`src/rtl/mips_cpu_pkg.sv`:
```
// ---------------------------------------------------------------------------
// mips_cpu_pkg
// Shared definitions for the multicycle MIPS control unit:
//   - state_t  : 4-bit FSM state encoding (also exported on state_o)
//   - aluop_t  : ALU function encodings driven on aluop
//   - opcode / fncode constants for the supported instruction subset
//   - pcsource / alusrcb selector constants
//   - is_muldiv: identifies the R-type multi-cycle multiply/divide group
// ---------------------------------------------------------------------------
package mips_cpu_pkg;

    typedef enum logic [3:0] {
        S_FETCH    = 4'd0,
        S_DECODE   = 4'd1,
        S_EXEC_R   = 4'd2,
        S_WB_R     = 4'd3,
        S_EXEC_I   = 4'd4,
        S_WB_I     = 4'd5,
        S_EXEC_MD  = 4'd6,
        S_MEM_ADDR = 4'd7,
        S_MEM_RD   = 4'd8,
        S_MEM_WB   = 4'd9,
        S_MEM_WR   = 4'd10,
        S_BRANCH   = 4'd11,
        S_JUMP     = 4'd12,
        S_HALT     = 4'd13
    } state_t;

    typedef enum logic [3:0] {
        ALU_ADD  = 4'd0,
        ALU_SUB  = 4'd1,
        ALU_AND  = 4'd2,
        ALU_OR   = 4'd3,
        ALU_XOR  = 4'd4,
        ALU_NOR  = 4'd5,
        ALU_SLT  = 4'd6,
        ALU_SLTU = 4'd7,
        ALU_SLL  = 4'd8,
        ALU_SRL  = 4'd9,
        ALU_SRA  = 4'd10,
        ALU_LUI  = 4'd11
    } aluop_t;

    localparam logic [5:0] OP_RTYPE = 6'h00;
    localparam logic [5:0] OP_J     = 6'h02;
    localparam logic [5:0] OP_JAL   = 6'h03;
    localparam logic [5:0] OP_BEQ   = 6'h04;
    localparam logic [5:0] OP_BNE   = 6'h05;
    localparam logic [5:0] OP_ADDIU = 6'h09;
    localparam logic [5:0] OP_SLTI  = 6'h0a;
    localparam logic [5:0] OP_SLTIU = 6'h0b;
    localparam logic [5:0] OP_ANDI  = 6'h0c;
    localparam logic [5:0] OP_ORI   = 6'h0d;
    localparam logic [5:0] OP_XORI  = 6'h0e;
    localparam logic [5:0] OP_LUI   = 6'h0f;
    localparam logic [5:0] OP_LW    = 6'h23;
    localparam logic [5:0] OP_SW    = 6'h2b;

    localparam logic [5:0] FN_SLL   = 6'h00;
    localparam logic [5:0] FN_SRL   = 6'h02;
    localparam logic [5:0] FN_SRA   = 6'h03;
    localparam logic [5:0] FN_SLLV  = 6'h04;
    localparam logic [5:0] FN_SRLV  = 6'h06;
    localparam logic [5:0] FN_SRAV  = 6'h07;
    localparam logic [5:0] FN_JR    = 6'h08;
    localparam logic [5:0] FN_MULT  = 6'h18;
    localparam logic [5:0] FN_MULTU = 6'h19;
    localparam logic [5:0] FN_DIV   = 6'h1a;
    localparam logic [5:0] FN_DIVU  = 6'h1b;
    localparam logic [5:0] FN_ADD   = 6'h20;
    localparam logic [5:0] FN_ADDU  = 6'h21;
    localparam logic [5:0] FN_SUB   = 6'h22;
    localparam logic [5:0] FN_SUBU  = 6'h23;
    localparam logic [5:0] FN_AND   = 6'h24;
    localparam logic [5:0] FN_OR    = 6'h25;
    localparam logic [5:0] FN_XOR   = 6'h26;
    localparam logic [5:0] FN_NOR   = 6'h27;
    localparam logic [5:0] FN_SLT   = 6'h2a;
    localparam logic [5:0] FN_SLTU  = 6'h2b;

    localparam logic [1:0] PCSRC_ALU    = 2'd0;
    localparam logic [1:0] PCSRC_ALUOUT = 2'd1;
    localparam logic [1:0] PCSRC_JUMP   = 2'd2;
    localparam logic [1:0] PCSRC_RS     = 2'd3;

    localparam logic [1:0] SRCB_REG     = 2'd0;
    localparam logic [1:0] SRCB_FOUR    = 2'd1;
    localparam logic [1:0] SRCB_IMM     = 2'd2;
    localparam logic [1:0] SRCB_IMM_SH2 = 2'd3;

    // True for the R-type functions that occupy the external mult/div unit
    // and therefore park the FSM in the EXEC_MD wait state.
    function automatic logic is_muldiv(input logic [5:0] fn);
        return (fn == FN_MULT) || (fn == FN_MULTU) ||
               (fn == FN_DIV)  || (fn == FN_DIVU);
    endfunction

endpackage

```
`src/rtl/mips_cpu_alu_decode.sv`:
```
// ---------------------------------------------------------------------------
// mips_cpu_alu_decode
// Purely combinational ALU function decoder shared by the R-type and
// I-type execute states.
//   opcode_i : IR[31:26]
//   fncode_i : IR[5:0], only meaningful when opcode_i is R-type
//   aluop_o  : ALU function (aluop_t)
// Anything without an arithmetic meaning of its own (ADDU, JR, mult/div,
// unknown codes) falls back to ALU_ADD.
// ---------------------------------------------------------------------------
module mips_cpu_alu_decode
    import mips_cpu_pkg::*;
(
    input  logic [5:0] opcode_i,
    input  logic [5:0] fncode_i,
    output aluop_t     aluop_o
);

    // R-type takes its function from fncode; immediates take it from the
    // opcode. Variable shifts share the ALU shifter with the fixed ones.
    always_comb begin
        aluop_o = ALU_ADD;
        if (opcode_i == OP_RTYPE) begin
            case (fncode_i)
                FN_SUB, FN_SUBU:  aluop_o = ALU_SUB;
                FN_AND:           aluop_o = ALU_AND;
                FN_OR:            aluop_o = ALU_OR;
                FN_XOR:           aluop_o = ALU_XOR;
                FN_NOR:           aluop_o = ALU_NOR;
                FN_SLT:           aluop_o = ALU_SLT;
                FN_SLTU:          aluop_o = ALU_SLTU;
                FN_SLL, FN_SLLV:  aluop_o = ALU_SLL;
                FN_SRL, FN_SRLV:  aluop_o = ALU_SRL;
                FN_SRA, FN_SRAV:  aluop_o = ALU_SRA;
                default:          aluop_o = ALU_ADD;
            endcase
        end else begin
            case (opcode_i)
                OP_SLTI:  aluop_o = ALU_SLT;
                OP_SLTIU: aluop_o = ALU_SLTU;
                OP_ANDI:  aluop_o = ALU_AND;
                OP_ORI:   aluop_o = ALU_OR;
                OP_XORI:  aluop_o = ALU_XOR;
                OP_LUI:   aluop_o = ALU_LUI;
                default:  aluop_o = ALU_ADD;
            endcase
        end
    end

endmodule

```
`src/rtl/mips_cpu_control_fsm.sv`:
```
// ---------------------------------------------------------------------------
// mips_cpu_control_fsm
// Sequenced control unit for the multicycle MIPS core. Owns the state
// register and drives every datapath strobe as a Moore decode of the
// current state (plus opcode/fncode in execute states).
// Ports:
//   clk, reset            : clock, synchronous active-high reset
//   opcode, fncode        : instruction register fields
//   zero                  : ALU zero flag for BEQ/BNE
//   jr_target_zero        : rs == 0, halts the core on JR
//   mem_waitrequest       : memory stall for FETCH / MEM_RD / MEM_WR
//   regdst .. alusrcb     : datapath mux selects and enables
//   md_start              : one-cycle start pulse to the mult/div unit
//   active                : low once HALT has been entered
//   state_o               : current state for debug
// ---------------------------------------------------------------------------
module mips_cpu_control_fsm
    import mips_cpu_pkg::*;
#(
    parameter int ALUOP_W       = 4,
    parameter int MULDIV_CYCLES = 32,
    parameter int CNT_W         = 6
) (
    input  logic               clk,
    input  logic               reset,
    input  logic [5:0]         opcode,
    input  logic [5:0]         fncode,
    input  logic               zero,
    input  logic               jr_target_zero,
    input  logic               mem_waitrequest,
    output logic               regdst,
    output logic               regwrite,
    output logic               iord,
    output logic               irwrite,
    output logic               pcwrite,
    output logic               pcwritecond,
    output logic [1:0]         pcsource,
    output logic               memread,
    output logic               memwrite,
    output logic               memtoreg,
    output logic [ALUOP_W-1:0] aluop,
    output logic               alusrca,
    output logic [1:0]         alusrcb,
    output logic               md_start,
    output logic               active,
    output logic [3:0]         state_o
);

    localparam logic [CNT_W-1:0] MD_LOAD = CNT_W'(MULDIV_CYCLES - 1);

    state_t           state_q, state_d;
    logic [CNT_W-1:0] cnt_q, cnt_d;
    aluop_t           dec_aluop;
    aluop_t           aluop_sel;

    mips_cpu_alu_decode u_alu_decode (
        .opcode_i (opcode),
        .fncode_i (fncode),
        .aluop_o  (dec_aluop)
    );

    // State and mult/div countdown registers; reset wins over any stall or
    // pending countdown so the core always restarts cleanly at FETCH.
    always_ff @(posedge clk) begin
        if (reset) begin
            state_q <= S_FETCH;
            cnt_q   <= '0;
        end else begin
            state_q <= state_d;
            cnt_q   <= cnt_d;
        end
    end

    // Next-state and output decode. While reset is high the case is skipped
    // so every strobe stays at its inactive default.
    always_comb begin
        state_d     = state_q;
        cnt_d       = cnt_q;
        regdst      = 1'b0;
        regwrite    = 1'b0;
        iord        = 1'b0;
        irwrite     = 1'b0;
        pcwrite     = 1'b0;
        pcwritecond = 1'b0;
        pcsource    = PCSRC_ALU;
        memread     = 1'b0;
        memwrite    = 1'b0;
        memtoreg    = 1'b0;
        aluop_sel   = ALU_ADD;
        alusrca     = 1'b0;
        alusrcb     = SRCB_REG;
        md_start    = 1'b0;
        active      = 1'b1;

        if (!reset) begin
            case (state_q)
                S_FETCH: begin
                    memread = 1'b1;
                    alusrcb = SRCB_FOUR;
                    if (!mem_waitrequest) begin
                        irwrite = 1'b1;
                        pcwrite = 1'b1;
                        state_d = S_DECODE;
                    end
                end

                S_DECODE: begin
                    alusrcb = SRCB_IMM_SH2;
                    case (opcode)
                        OP_RTYPE: begin
                            if (is_muldiv(fncode)) begin
                                state_d = S_EXEC_MD;
                                cnt_d   = MD_LOAD;
                            end else begin
                                state_d = S_EXEC_R;
                            end
                        end
                        OP_LW, OP_SW:    state_d = S_MEM_ADDR;
                        OP_BEQ, OP_BNE:  state_d = S_BRANCH;
                        OP_J, OP_JAL:    state_d = S_JUMP;
                        OP_ADDIU, OP_ANDI, OP_ORI, OP_XORI,
                        OP_SLTI, OP_SLTIU, OP_LUI:
                                         state_d = S_EXEC_I;
                        default:         state_d = S_FETCH;
                    endcase
                end

                S_EXEC_R: begin
                    alusrca   = 1'b1;
                    aluop_sel = dec_aluop;
                    if (fncode == FN_JR) begin
                        pcsource = PCSRC_RS;
                        pcwrite  = 1'b1;
                        state_d  = jr_target_zero ? S_HALT : S_FETCH;
                    end else begin
                        state_d = S_WB_R;
                    end
                end

                S_WB_R: begin
                    regdst   = 1'b1;
                    regwrite = 1'b1;
                    state_d  = S_FETCH;
                end

                S_EXEC_I: begin
                    alusrca   = 1'b1;
                    alusrcb   = SRCB_IMM;
                    aluop_sel = dec_aluop;
                    state_d   = S_WB_I;
                end

                S_WB_I: begin
                    regwrite = 1'b1;
                    state_d  = S_FETCH;
                end

                // The counter is loaded on entry, so it equals MD_LOAD only
                // on the first EXEC_MD cycle; that is where md_start fires.
                S_EXEC_MD: begin
                    md_start = (cnt_q == MD_LOAD);
                    if (cnt_q == '0) begin
                        state_d = S_FETCH;
                    end else begin
                        cnt_d = cnt_q - CNT_W'(1);
                    end
                end

                S_MEM_ADDR: begin
                    alusrca = 1'b1;
                    alusrcb = SRCB_IMM;
                    if (opcode == OP_LW) begin
                        state_d = S_MEM_RD;
                    end else if (opcode == OP_SW) begin
                        state_d = S_MEM_WR;
                    end else begin
                        state_d = S_FETCH;
                    end
                end

                S_MEM_RD: begin
                    memread = 1'b1;
                    iord    = 1'b1;
                    if (!mem_waitrequest) begin
                        state_d = S_MEM_WB;
                    end
                end

                S_MEM_WB: begin
                    memtoreg = 1'b1;
                    regwrite = 1'b1;
                    state_d  = S_FETCH;
                end

                S_MEM_WR: begin
                    memwrite = 1'b1;
                    iord     = 1'b1;
                    if (!mem_waitrequest) begin
                        state_d = S_FETCH;
                    end
                end

                S_BRANCH: begin
                    alusrca     = 1'b1;
                    aluop_sel   = ALU_SUB;
                    pcsource    = PCSRC_ALUOUT;
                    pcwritecond = (opcode == OP_BNE) ? ~zero : zero;
                    state_d     = S_FETCH;
                end

                // JAL's link into r31 is steered by the datapath; the
                // control unit only has to enable the register write.
                S_JUMP: begin
                    pcsource = PCSRC_JUMP;
                    pcwrite  = 1'b1;
                    regwrite = (opcode == OP_JAL);
                    state_d  = S_FETCH;
                end

                S_HALT: begin
                    active = 1'b0;
                end

                default: begin
                    state_d = S_FETCH;
                end
            endcase
        end
    end

    assign aluop   = ALUOP_W'(aluop_sel);
    assign state_o = state_q;

endmodule

```
`config.mk`:
```
export PLATFORM = sky130hd
export DESIGN_NAME = mips_cpu_control_fsm
export DESIGN_NICKNAME = d
export VERILOG_FILES = /design/src/rtl/mips_cpu_pkg.sv /design/src/rtl/mips_cpu_alu_decode.sv /design/src/rtl/mips_cpu_control_fsm.sv
export SDC_FILE = /design/constraint.sdc
export NUM_CORES = 1
export LEC_CHECK = 0
export CAP_MARGIN = 40
export CELL_PAD_IN_SITES_DETAIL_PLACEMENT = 1
export CELL_PAD_IN_SITES_GLOBAL_PLACEMENT = 1
export CORE_MARGIN = 10
export CORE_UTILIZATION = 35
export DETAILED_ROUTE_END_ITERATION = 6
export GPL_TIMING_DRIVEN = 0
export PLACE_DENSITY = 0.9
export SLEW_MARGIN = 40
export SYNTH_ARGS = -nofsm -noshare
export SYNTH_HDL_FRONTEND = slang
export SYNTH_SLANG_ARGS = --single-unit
```
`constraint.sdc`:
```
create_clock -name clk -period 3.8 [get_ports clk]
set_input_delay 0.76 -clock clk [delete_from_list [all_inputs] [get_ports clk]]
set_output_delay 0.76 -clock clk [all_outputs]
set_load 0.1 [all_outputs]
```
[Yosys cells after proc, flatten, opt, wreduce, memory -nomap -nowiden]
Memory sizes are Yosys's and may differ from the RTL's.
Index checks and enable logic that the tools add are counted.
Word-level totals
  input bits: 17
  memories kept: 1
  memory bits (read-only): 256
  logic and storage cells: 115
  flip-flop bits (word level): 10
Cells by class
  bitwise logic cells: 2
  equal/unequal tests: 39
  muxes and demuxes: 51
  $add $sub $neg: 1
  reduce and logical (&&, ||, !) cells: 19
Memories
  (name not given): depth 64, width 4, rd ports 1, clocked after Yosys merged registers in 0, write ports 0, line mips_cpu_alu_decode.sv:24  | case (fncode_i)
Operator list (number)
  $eq 6x4->1 const B: 8
  $mux 4: 10
  $pmux 4 s9: 1
  $eq 6x5->1 const B: 5
  $mux 1: 25
  $eq 4x4->1 const B: 6
  $pmux 4 s6: 1
  $pmux 4 s5: 1
  $mux 6: 3
  $eq 4x3->1 const B: 4
  $reduce_or 2->1: 7
  $eq 6x2->1 const B: 2
  $eq 6x3->1 const B: 2
  $eq 6x6->1 const B: 2
  $logic_not 6->1: 2
  $ne 2x2->1 const B: 6
  $pmux 2 s3: 2
  $pmux 6 s2: 1
  $eq 4x2->1 const B: 2
  $pmux 4 s2: 1
  $reduce_or 7->1: 1
  $mux 2: 3
  $sub 6x1->6 const B: 1
  $reduce_and 5->1: 1
  12 further kinds: 15

[Longest topological paths before layout]
Gate-level depths: netlist (run 1).
  depth in word-level cells: 7
  mapped depth: 7
  gate-level depth less buffers: 6

[By module]
Synthesis (run 1) repeated with hierarchy kept, for this count alone.
Second synthesis, totals
  cell total of the unflattened synthesis: 197
  area, all modules: 1412.6 sq um
Modules (own cells, without submodules)
  mips_cpu_control_fsm: area each 1252.5 sq um, cells each 168, times used 1
  mips_cpu_alu_decode: area each 160.2 sq um, cells each 29, times used 1

[Least setup slack after synthesis (run 1)]
OpenSTA, ideal clock, no wires.
  path type: reg-to-output
  start point: register state_q[3], in the netlist state_o[3]
  end point: output pcwrite
  path buffers: 2
  path slack: -2.047 ns
  required time: 3.040 ns
  stages on the path, launching flop included: 6
  data arrival time: 5.087 ns
  cells stage by stage: dfxtp_1 -> buf_6 -> or2_0 -> buf_6 -> nor4_1 -> or2_1
Between the ends
  cells in the longest elaborated chain, start to end: 3
  elaborated cells on any way between the ends: 5
Ends and longest elaborated chain
  from (decl): line mips_cpu_control_fsm.sv:51  | state_t state_q, state_d;
  from (signal assigned): line mips_cpu_control_fsm.sv:69  | state_q <= state_d;
  $eq 4x4->1 (tied with other cells): line mips_cpu_control_fsm.sv:96  | case (state_q)
  $pmux 1 s3 *: line mips_cpu_control_fsm.sv:96
  $mux 1 *: line mips_cpu_control_fsm.sv:95  | if (!reset) begin
  to (decl): line mips_cpu_control_fsm.sv:35  | output logic pcwrite,
Mark *: on every way between the ends. The rest lies on a longest branch, timed or not.

[Worst setup path after layout (run 1)]
  start point: input fncode[1]
  end point: output pcwrite
Between the ends
  cells in the longest elaborated chain, start to end: 4
Ends and longest elaborated chain
  from (decl): line mips_cpu_control_fsm.sv:27  | input logic [5:0] fncode,
  $eq 6x4->1: line mips_cpu_control_fsm.sv:131  | if (fncode == FN_JR) begin
  $mux 1: line mips_cpu_control_fsm.sv:131
  $pmux 1 s3: line mips_cpu_control_fsm.sv:96
  $mux 1: line mips_cpu_control_fsm.sv:95
Every way passes these cells.

==> results.ini, run 1 <==
[run_status]
outcome=finished, final reports clean

[yosys]
count_of_different_cell_masters_after_synthesis=52
synthArstFlopShare=0
synth.cells.most_frequent=nor2_1 (16), a21oi_1 (14), nor3_1 (14)
synth.area.top_cells=dfxtp_1 (15%), a21oi_1 (5.3%), nor3_1 (5.3%)
post_synth_top_flop=dfxtp_1
synth.most_common_cell=nor2_1
syn_area_um2=1311
netlist.top_cell.by_area=dfxtp_1
synth-edff-count=0
sequential_area_share_after_synthesis=0.1527
per_instance_average_area_after_synthesis_um2=7.012
yosysWarningCount=0
syn_nets=207
syn_inst=187
synth.top_cell.area_share=0.1527
ys_seq_elements=10

[setup_path]
crit-reg2reg-capture=state_o[0]
max_fo_critical_path=6
critical_path.max_stage_delay_ns=0.49
timing.critical_path.arrival_ns=2.70
setup_crit_path_kind=input port to output port
reg2reg_depth=6
critPathMostFrequentCell=nor3_2
worstReg2RegStart=state_o[2]
regToRegSetupSlack_ns=2.03
worstPathCellList=clkdlybuf4s50_1 > or3_1 > nor3_2 > a22oi_1 > nor3_2 > or2_1 > buf_2
required_time_worst_endpoint_ns=3.04
worst_setup_path_end_kind=output port
worst_path_max_delay_cell=clkdlybuf4s50_1
startpoint_type=input port

[timing]
fin_skew_ns=0.002610
finalWorstPathRequiredPeriod_ns=3.463
maxClockFrequency_mhz=288.8
timing.final.max_slew_violations=0
timing.max_slew.rel_slack=0.5661
finalCritPeriodShare=0.9113
whs_ns=0.5519
grt_setup_unrepaired=no
timing_hold_violations_final=0
tightest_slew_ns=0.6509
finalSetupViolations=0

[drt]
totalWireLength_mm=4.616
routed_via_density=5.723
drt_first_pass_iters=4
detail_route.wl_per_cell_um=17.03
vias=1551
ant_nets=0
remaining_drc_errors=0
detailedRoute.firstIterationViolations=82

[hold_path]
timing.hold.worst.start=cnt_q[0]
min_path_cells=1
hp-class=flip-flop to flip-flop
worst_hold_path.endpoint=cnt_q[0]

[power_and_ir_drop]
power.static_leakage_nw=0.6248
p_seq_frac=0.253
netSwitchingPower_w=0.0001823
clkPwrFrac=0.317
power.internal_w=0.0002507
power.share.switching=0.4210
combPwrFrac=0.430
irDropWorstVdd_mv=0.1691
power_density_nw_per_um2=252.3

[global_route]
grt_first_pass_wirelength_mm=7.645
antenna_found_initial=0
global_route.overflow_total=0
via_count_of_the_first_global_routing_pass=1568
grt_start_max_net_pins=11
grt_util_all_layers=0.1415

[floorplanning]
die-area_um2=6595
horizontal_die_dimension_um=81.21
num_io_pins=41
initial_core_utilization=0.3609
die_h_um=81.21
row_count=22
placeableCoreArea_um2=3633

[final_layout]
layout.nets=244
design_area_um2=1717
multi_input_area_um2=1082
seqCellArea_um2=200.2
antennaDiodeCount=0
areaGrowthSynthToFinish_pct=30.92
count_of_filler_cells_inserted_in_the_layout=492
finish.cell_count_without_fillers=271
fraction_of_layout_cells_with_a_size_suffix_above_1=0.2691

[run]
maxCapViolations=0

[clock_network]
clock_sinks=10
post_cts.repair.setup_buffers=0
numCtsBuffers=3
cts-root-buf=clkbuf_8
max-clock-path-buffers=2
maximum_level_of_the_cts_h_tree=1
cts.clk_slew.worst_paths_ns=0.05
cts_tree=yes
clock_insertion_delay_worst_skew_ns=0.24

[placement]
placed_cells=267
gp_routability_congestion=0.8435
dp_hpwl_mm=3.741
placedInstanceArea_um2=1655
numPortBuffers=32

==> power by group through the flow <==
stage               clock [W]  sequential [W]  combinational (W)
finish               0.000137        0.000110           0.000186
global route         0.000143        0.000110           0.000200
CTS                  0.000140        0.000109           0.000186
detailed placement          0        0.000112           0.000186
global placement            0        0.000112           0.000191
floorplan                   0        0.000128           0.000128
==> flip-flops by register name, indices dropped and copies added (netlist names) <==
name	flops
state_o	4
cnt_q	6
==> cell families (layout without fill, tap and decap cells) <==
| family | count (synthesis) | in the layout | synth area share |
|---|---|---|---|
| AO/OA/AOI/OAI | 48 | 48 | 0.2491 |
| buffers and inverters | 25 | 61 | 0.09065 |
| adder cells (fa/ha/maj) | 3 | 3 | 0.02863 |
| flip-flops | 10 | 10 | 0.1527 |
| multiplexers | 4 | 4 | 0.03054 |
| AND/OR/NAND/NOR | 89 | 89 | 0.3951 |
| XOR/XNOR | 8 | 8 | 0.05344 |
==> what timing repair did <==
| action | CTS | global route |
|---|---|---|
| gates resized for setup | 0 | 1 |
| endpoints found under the setup margin | 0 | 1 |
| hold buffers | 0 | 0 |
==> worst max-delay path: cells and delay by family <==
| family | cells | cell delay, ns |
|---|---|---|
| AOI/OAI and AO/OA | 1 | 0.14 |
| buffers and inverters | 2 | 0.90 |
| and+or+nand+nor | 4 | 0.89 |
==> cells in the final DEF (no fill, tap or decap), types with 5 or more instances in the layout <==
master           netlist  layout
nand3_1                6       6
o21ai_0                7       7
clkdlybuf4s50_1        0       8
dfxtp_1               10      10
nand2b_1               6       6
buf_2                  5      29
nor3_2                 3      10
nor4_2                 1       5
inv_1                  6       6
nor3_1                14       7
a21oi_1               14      11
clkbuf_1              11      11
nand2_1                8       8
nor2_1                16      16
xor2_1                 8       8
==> worst max-delay path by stage <==
stage / cells past startpoint / from / endpoint / slack [ns]
after floorplan: 5 / state_o[3] / pcwrite / -0.82
after global placement: 7 / opcode[1] / aluop[3] / -0.48
after detailed placement: 7 / opcode[1] / aluop[3] / 0.20
after CTS: 7 / opcode[1] / aluop[3] / 0.19
after global routing: 7 / opcode[1] / aluop[3] / 0.16
final: 7 / fncode[1] / pcwrite / 0.34
==> final cells by class <==
class / instances / share of cell area
plain buffers: 19 / 0.05612
inverters: 6 / 0.01312
multi-input cells: 152 / 0.6305
repair buffers: 32 / 0.1166
well taps: 48 / 0.03499
flip-flops and latches: 10 / 0.1166
clock buffers: 4 / 0.03207
==> metal layers <==
layer  global-route usage  vias up  wire length (um)
met4              0.03287        0                37
met5                    0        -                 0
met1               0.1724      749              2054
li1                     -      762                 -
met2               0.2468       34              2233
met3              0.03091        6               289
==> metrics by stage <==
step                      setup TNS, ns    util  total power, W  worst slack, ns
after floorplan                 -0.9135       -       0.0002563          -0.8186
after global placement           -2.950  0.4886       0.0003022          -0.4821
after detailed placement              0  0.4556       0.0002975           0.1965
after CTS                             0  0.4707       0.0004361           0.1870
after global routing                  0  0.4725       0.0004535           0.1578
final                                 0  0.4725       0.0004331           0.3369
No activity file was read; power rests on OpenSTA's default activity.
==> inputs of run 2 (changes only) <==
- CORE_UTILIZATION: 35 -> 36
- SETUP_SLACK_MARGIN: default -> 0.2
- SYNTH_HIERARCHICAL: default -> 1
==> run 2 against run 1 <==
  * Setup slack worse by 0.046 ns
  * Clock skew shrank 0.0011 ns
  * Highest routed layer unchanged
  * Largest power group unchanged
  * Total power up 2.4%
  * Count of clock-buffer cells in the layout stayed put
==> results.ini, run 2 <==
[clock_network]
post_cts.repair.setup_buffers=0
max-clock-path-buffers=2
cts-root-buf=clkbuf_8
cts_tree=yes
cts.clk_slew.worst_paths_ns=0.05
clock_insertion_delay_worst_skew_ns=0.24
numCtsBuffers=3
clock_sinks=10
hold_fix_buffers_cts=0
maximum_level_of_the_cts_h_tree=1
cts-resized-gates=4

[drt]
ant_nets=0
remaining_drc_errors=0
vias=1751
totalWireLength_mm=5.285
routed_via_density=6.059
detailedRoute.firstIterationViolations=89
drt_first_pass_iters=4
detail_route.wl_per_cell_um=18.29

[yosys]
netlist.top_cell.by_area=dfxtp_1
per_instance_average_area_after_synthesis_um2=7.171
ys_seq_elements=10
sequential_area_share_after_synthesis=0.1417
count_of_different_cell_masters_after_synthesis=57
syn_nets=217
yosysWarningCount=6
syn_area_um2=1413
synthArstFlopShare=0
syn_inst=197
synth-edff-count=0
synth.area.top_cells=dfxtp_1 (14%), nor4_1 (4.9%), a21oi_1 (4.6%)
synth.cells.most_frequent=a21oi_1 (13), nand2_1 (12), nor4_1 (11)
synth.top_cell.area_share=0.1417
synth.most_common_cell=a21oi_1
post_synth_top_flop=dfxtp_1

[run]
maxCapViolations=0

[global_route]
grt_start_max_net_pins=11
global_route.overflow_total=0
antenna_found_initial=0
via_count_of_the_first_global_routing_pass=1759
grt_first_pass_wirelength_mm=8.804
grt_util_all_layers=0.1563

[final_layout]
layout.nets=262
final_core_util=0.5209
regMostFlops=cnt_q
areaGrowthSynthToFinish_pct=37.02
fraction_of_layout_cells_with_a_size_suffix_above_1=0.2573
antennaDiodeCount=0
largest_register_ff_count=6
mostFrequentLayoutCell=buf_2
layout.cells.most_common_list=buf_2 (23), clkdlybuf4s50_1 (16), nand2_1 (12)
design_area_um2=1936

[timing]
finalWorstPathRequiredPeriod_ns=3.509
fin_skew_ns=0.001472
finalCritPeriodShare=0.9234
timing.max_slew.rel_slack=0.5640
whs_ns=0.5400
finalSetupViolations=0
tightest_slew_ns=0.6480
timing.final.max_slew_violations=0
maxClockFrequency_mhz=285.0
grt_setup_unrepaired=no
timing_hold_violations_final=0

[placement]
gp_routability_congestion=0.8813
numPortBuffers=40
placedInstanceArea_um2=1866
dp_hpwl_mm=4.205

[power_and_ir_drop]
power.static_leakage_nw=0.6631
power_density_nw_per_um2=229.2
irDropWorstVdd_mv=0.2170

[run_status]
outcome=finished, final reports clean

[setup_path]
worstReg2RegStart=state_o[2]
crit-reg2reg-capture=state_o[0]
max_fo_critical_path=10
regToRegSetupSlack_ns=1.80
required_time_worst_endpoint_ns=3.04
worst_setup_path_end_kind=output port
setup_crit_path_kind=input port to output port
startpoint_type=input port
reg2reg_depth=5
timing.critical_path.arrival_ns=2.75

[floorplanning]
horizontal_die_dimension_um=82.64
die_h_um=82.64
row_count=22
die-area_um2=6829
initial_core_utilization=0.3801
placeableCoreArea_um2=3716
num_io_pins=41

[hold_path]
timing.hold.worst.start=cnt_q[0]
hp-class=flip-flop to flip-flop
min_path_cells=2
worst_hold_path.endpoint=cnt_q[0]

-- run 2: cell count changes in the layout (fill, tap and decap cells not counted), moves of 5 or more --
cell / before / now
clkdlybuf4s50_1: 8 / 16
nor2_1: 16 / 8
nor3_2: 10 / 4
buf_2: 29 / 23
clkbuf_1: 11 / 6
-- run 2: worst max path at each step --
stage                     endpoint        from
after floorplan           memwrite  state_o[0]
after global placement      regdst       reset
after detailed placement    regdst       reset
after CTS                  pcwrite   fncode[1]
after global routing      regwrite   opcode[3]
final                       regdst       reset
-- run 2: final cells by class --
type / instances / area, um2
Multi-Input combinational cell: 165 / 1247
Fill cell: 494 / 1780
Inverter: 10 / 37.54
Tap cell: 48 / 60.06
Timing Repair Buffer: 40 / 287.8
Clock buffer: 4 / 45.04
Sequential cell: 10 / 207.7
Buffer: 12 / 50.05
-- run 2: kinds of logic (layout without fill, tap and decap cells) --
family | after synthesis | count (layout) | share of synthesized area
AO/OA/AOI/OAI | 60 | 60 | 0.3020
flip-flops | 10 | 10 | 0.1417
XOR/XNOR | 5 | 5 | 0.04074
AND/OR/NAND/NOR | 97 | 97 | 0.4287
buffers and inverters | 22 | 66 | 0.06024
adder cells (fa/ha/maj) | 3 | 3 | 0.02658
-- run 2: power breakdown --
group,internal [W],switching [W],leakage [nW]
Clock,0.0000736,0.0000439,0.0228
Combinational,0.0000633,0.000151,0.557
Sequential,0.000108,0.00000401,0.0829
Total,0.000245,0.000199,0.663
-- run 2: critical path, cell delays in order --
cell	delay, ns
clkdlybuf4s50_1	0.64
clkbuf_2	0.35
clkbuf_2	0.31
nor3_2	0.23
buf_2	0.45
-- run 2: metal layers --
layer,wire [um],GRT usage
met5,0,0
met4,36,0.02341
met3,370,0.03348
met2,2494,0.2446
met1,2385,0.2171
-- run 2: stage by stage --
stage               setup WS [ns]   power, W  setup TNS (ns)  instances
floorplan               0.0001479  0.0002657               0        197
global placement          -0.7876  0.0003294          -8.720        285
detailed placement        -0.1099  0.0003242         -0.3721        285
CTS                        0.2280  0.0004436               0        289
global route               0.2265  0.0004677               0        289
finish                     0.2911  0.0004436               0        289
